==> src/rtl/serial_alu_pkg.sv <==
// serial_alu_pkg: op and state types shared by the bit-serial ALU sequencer
package serial_alu_pkg;
    typedef enum logic [1:0] {OP_XOR = 2'b00, OP_NAND = 2'b01, OP_ADD = 2'b10, OP_SUB = 2'b11} alu_op_t;
    typedef enum logic [1:0] {IDLE, RUN, DONE} state_t;
endpackage

==> src/rtl/alu_bit_slice.sv <==
// alu_bit_slice: one-bit XOR/NAND/ADD/SUB slice; cout passes cin through for logic ops
module alu_bit_slice
    import serial_alu_pkg::*;
(
    input  logic       a,
    input  logic       b,
    input  logic       cin,
    input  logic [1:0] op,
    output logic       r,
    output logic       cout
);
    logic x;
    assign x = a ^ b;
    always_comb begin
        r    = (op == OP_NAND) ? ~(a & b) : (op[1] ? x ^ cin : x);
        cout = (op == OP_ADD) ? ((a & b) | (cin & x)) :
               (op == OP_SUB) ? ((~a & b) | (cin & ~x)) : cin;
    end
endmodule

==> src/rtl/serial_alu_seq.sv <==
// serial_alu_seq: bit-serial XOR/NAND/ADD/SUB sequencer with valid/ready handshakes
// SERIAL_ALU_SEQ_ZERO_FLAG_EN adds a zero output built up bit by bit during RUN
module serial_alu_seq
    import serial_alu_pkg::*;
#(
    parameter int WIDTH = 8
) (
    input  logic             clk,
    input  logic             rst_n,
    input  logic             in_valid,
    output logic             in_ready,
    input  logic [1:0]       op,
    input  logic [WIDTH-1:0] a,
    input  logic [WIDTH-1:0] b,
    output logic             out_valid,
    input  logic             out_ready,
    output logic [WIDTH-1:0] result,
`ifdef SERIAL_ALU_SEQ_ZERO_FLAG_EN
    output logic             zero,
`endif
    output logic             flag
);
    localparam int IW = $clog2(WIDTH);
    state_t           state, state_nx;
    logic [WIDTH-1:0] a_q, b_q;
    logic [1:0]       op_q;
    logic             carry, r, cout, last, accept;
    logic [IW-1:0]    idx;

    alu_bit_slice u_slice (
        .a   (a_q[idx]),
        .b   (b_q[idx]),
        .cin (carry),
        .op  (op_q),
        .r   (r),
        .cout(cout)
    );

    assign accept = in_valid && in_ready;
    assign last   = idx == IW'(WIDTH - 1);

    always_ff @(posedge clk or negedge rst_n) begin
        if (!rst_n) state <= IDLE;
        else        state <= state_nx;
    end

    always_comb begin
        in_ready  = state == IDLE;
        out_valid = state == DONE;
        state_nx  = (state == IDLE) ? (in_valid ? RUN : IDLE) :
                    (state == RUN)  ? (last ? DONE : RUN) :
                    (state == DONE) ? (out_ready ? IDLE : DONE) : IDLE;
    end

    always_ff @(posedge clk or negedge rst_n) begin
        if (!rst_n) begin
            a_q    <= '0;
            b_q    <= '0;
            op_q   <= '0;
            carry  <= 1'b0;
            idx    <= '0;
            result <= '0;
            flag   <= 1'b0;
        end else if (accept) begin
            a_q    <= a;
            b_q    <= b;
            op_q   <= op;
            carry  <= 1'b0;
            idx    <= '0;
            result <= '0;
            flag   <= 1'b0;
        end else if (state == RUN) begin
            result[idx] <= r;
            idx         <= idx + 1'b1;
            if (op_q[1]) carry <= cout;
            if (last) flag <= op_q[1] & cout;
        end
    end

`ifdef SERIAL_ALU_SEQ_ZERO_FLAG_EN
    logic zacc;
    // Running AND of ~r avoids a WIDTH-wide compare on the result
    always_ff @(posedge clk or negedge rst_n) begin
        if (!rst_n)                zacc <= 1'b0;
        else if (accept)           zacc <= 1'b1;
        else if (state == RUN)     zacc <= zacc & ~r;
    end
    assign zero = out_valid & zacc;
`endif
endmodule

==> config.mk <==
export PLATFORM = sky130hd
export DESIGN_NAME = serial_alu_seq
export DESIGN_NICKNAME = d
export VERILOG_FILES = /design/src/rtl/serial_alu_pkg.sv /design/src/rtl/alu_bit_slice.sv /design/src/rtl/serial_alu_seq.sv
export SDC_FILE = /design/constraint.sdc
export NUM_CORES = 1
export LEC_CHECK = 0
export ABC_AREA = 1
export CAP_MARGIN = 10
export CORE_MARGIN = 4
export CORE_UTILIZATION = 30
export CTS_BUF_LIST = sky130_fd_sc_hd__clkbuf_4 sky130_fd_sc_hd__clkbuf_8 sky130_fd_sc_hd__clkbuf_16
export CTS_CLUSTER_SIZE = 10
export DETAILED_ROUTE_END_ITERATION = 6
export PLACE_DENSITY_LB_ADDON = 0.15
export SLEW_MARGIN = 20
export SYNTH_ARGS = -nofsm -noshare
export SYNTH_HDL_FRONTEND = slang
export SYNTH_SLANG_ARGS = --single-unit
==> constraint.sdc <==
create_clock -name clk -period 4.9 [get_ports clk]
set_input_delay 0.98 -clock clk [delete_from_list [all_inputs] [get_ports clk]]
set_output_delay 0.98 -clock clk [all_outputs]
set_load 0.005 [all_outputs]
==> impl_metrics.yaml <==
timing:
  tightest_slew_ns: 0.476
  finalCritPeriodShare_pct: 49.4
  relSlewSlack_pct: 68.3
  max_freq_ghz: 0.413
  hold_viol_final: 0
  setup_viol: 0
  fin_tns_setup_ns: 0
  final_max_slew_viol_count: 0
  rsz0062_at_grt: "false"
  finalWorstPathRequiredPeriod_ns: 2.42
  fin_skew_ns: 0.00688
grt:
  grt_pass1_vias: 1458
  grtUsageTotal_pct: 11.4
  grt_max_degree: 34
  grt_pass1_wl_um: 6630
  grt_antenna_before_repair: 0
  grt_overflow: 0
placement:
  dpl.hpwl_um: 2630
  gp_congestion: 0.735
  io_buffers: 32
floorplanning:
  core_sq_um: 5610
  dieArea_sq_um: 7150
  start_util_pct: 31.3
  rows: 27
  die_y_um: 84.6
  io_pins: 33
  dieWidth_um: 84.6
cts:
  path_clk_slew_ns: 0.07
  clock_sinks: 33
  clock_latency_ns: 0.28
  cts_resized: 0
  post_cts_buffers: 0
  cts_hold_buf: 0
  cts_made_buffers: 5
  cts.path.max_buffers: 2
  tritoncts: "built"
  root_buffer: "clkbuf_8"
  htree_levels: 2
final_layout:
  nets: 296
  syn_to_final_growth_pct: 26.3
  diodes: 0
  fillCellCount: 628
  drive_above_1_share_pct: 6.69
  layout_commonest_cell: "nand2_1"
  final_cell_mix: "nand2_1 (115), dfrtp_1 (33), clkdlybuf4s50_1 (32)"
logic_synthesis:
  avgSynthCellArea_sq_um: 7.45
  seq_area_frac_synth_pct: 47.0
  ys_ff_latch: 33
  synth.area.top_cells: "dfrtp_1 (47%), nand2_1 (25%), nor2_1 (5.1%)"
  post-synth-top-area-fraction_pct: 47.0
  syn_inst: 236
  synth_cell_types: 20
  yosysWarnings: 0
  synth_top_area_cell: "dfrtp_1"
  synth_area_sq_um: 1760
  syn_nets: 264
power_and_ir_drop:
  p_per_area_nw_per_um2: 622
  power_mw: 1.38
  ir_drop_mv: 0.233
  leakage_nw: 1.16
run_status:
  status: "complete, no violations"
critical_path:
  crit_path_start_kind: "flip-flop"
  required_ns: 3.92
  rrSetupSlack_ns: 2.58
  crit_path_end_kind: "output pin"
  critPathSlowestCell: "clkdlybuf4s50_1"
  path_class: "reg2out"
  cp.arrival_ns: 1.44
  max_stage_delay_ns: 0.50
  crit_fanout: 4
  crit_chain: "inv_1 -> nor2_1 -> clkdlybuf4s50_1"
route:
  drt-pass1-iter-count: 4
  vias: 1455
  vias_per_cell: 4.27
  wl_um: 3690
  drt-wirelength-per-cell_um: 10.8
  drc: 0
  ant_nets: 0
  drtIter0Drc: 43
min_path:
  hp-class: "reg2reg"
flow_run:
  drv_cap: 0
## registers in the layout, summed over array words and instances (netlist names)
| name | flops |
|---|---|
| a_q | 8 |
| idx | 3 |
| carry | 1 |
| state | 2 |
| flag | 1 |
| b_q | 8 |
| result | 8 |
| op_q | 2 |
## worst paths after layout
check,from,cells after the start,end
min in group asynchronous,rst_n,2,a_q[0]$_DFFE_PN0P_
min reg2reg,b_q[4]$_DFFE_PN0P_,2,b_q[4]$_DFFE_PN0P_
max,state[1]$_DFF_PN0_,3,out_valid
max reg2reg,idx[0]$_DFFE_PN0P_,12,result[0]$_DFFE_PN0P_
min,b_q[4]$_DFFE_PN0P_,2,b_q[4]$_DFFE_PN0P_
max in group asynchronous,rst_n,2,result[4]$_DFFE_PN0P_
## worst max-delay path: cells and delay by family, from the launching register on
family                 cells  cell delay, ns
buffers and inverters      2            0.62
flip-flops                 1            0.43
AND/OR/NAND/NOR            1            0.11
## final cells by class
cell class              count  area, sq um  share of cell area, %
repair buffers             33          328                   14.8
inverters                  21         78.8                   3.55
well taps                  72         90.1                   4.06
clock inverters             1         30.0                   1.35
multi-input cells         174          778                   35.0
clock buffers               7         90.1                   4.06
flip-flops and latches     33          826                   37.2
## report_power, final
part           switching [mW]  leakage (nW)  internal (mW)  total [mW]
clock network          0.0997        0.0619          0.171       0.271
registers               0.109         0.415          0.396       0.506
logic                   0.354         0.684          0.250       0.604
## cells by family (layout without fill, tap and decap cells)
logic type | after synthesis | in the layout | synth area share, %
compound gates | 18 | 18 | 5.48
buf+inv | 29 | 62 | 8.75
fa+ha+maj | 6 | 6 | 5.12
simple gates | 150 | 150 | 33.7
flops | 33 | 33 | 47.0
## routing by layer
layer | GRT usage (%) | up-vias | part of all wire [%]
met5 | 0 | - | 0
met4 | 3.88 | 0 | 1.1
met3 | 3.53 | 5 | 4.0
met2 | 16.9 | 24 | 42
met1 | 15.9 | 645 | 53
li1 | - | 781 | -
## cells in the mapped netlist
cell and number:
clkbuf_8 1, nand2_1 115, nor2_1 24, o21ai_1 2
dfrtp_1 33, nand3_1 7, ha_1 4, nand2_4 1
o21ai_2 1, inv_2 4, o31ai_1 1, inv_1 17
nor2_2 1, nand2_2 1, buf_4 3, fa_1 2
buf_6 3, buf_2 1, nor2_4 1, o21ai_0 14
## stage by stage
step	instances	utilization (%)	setup WS, ns	hold WS, ns	cell area, sq um
floorplan	236	-	3.02	0.449	1760
global placement	333	37.5	2.56	0.469	2100
detailed placement	333	37.5	2.55	0.469	2100
CTS	341	39.6	2.47	0.488	2220
global route	341	39.6	2.30	0.501	2220
finish	341	39.6	2.48	0.484	2220
Power figures use the tool's default switching activity.
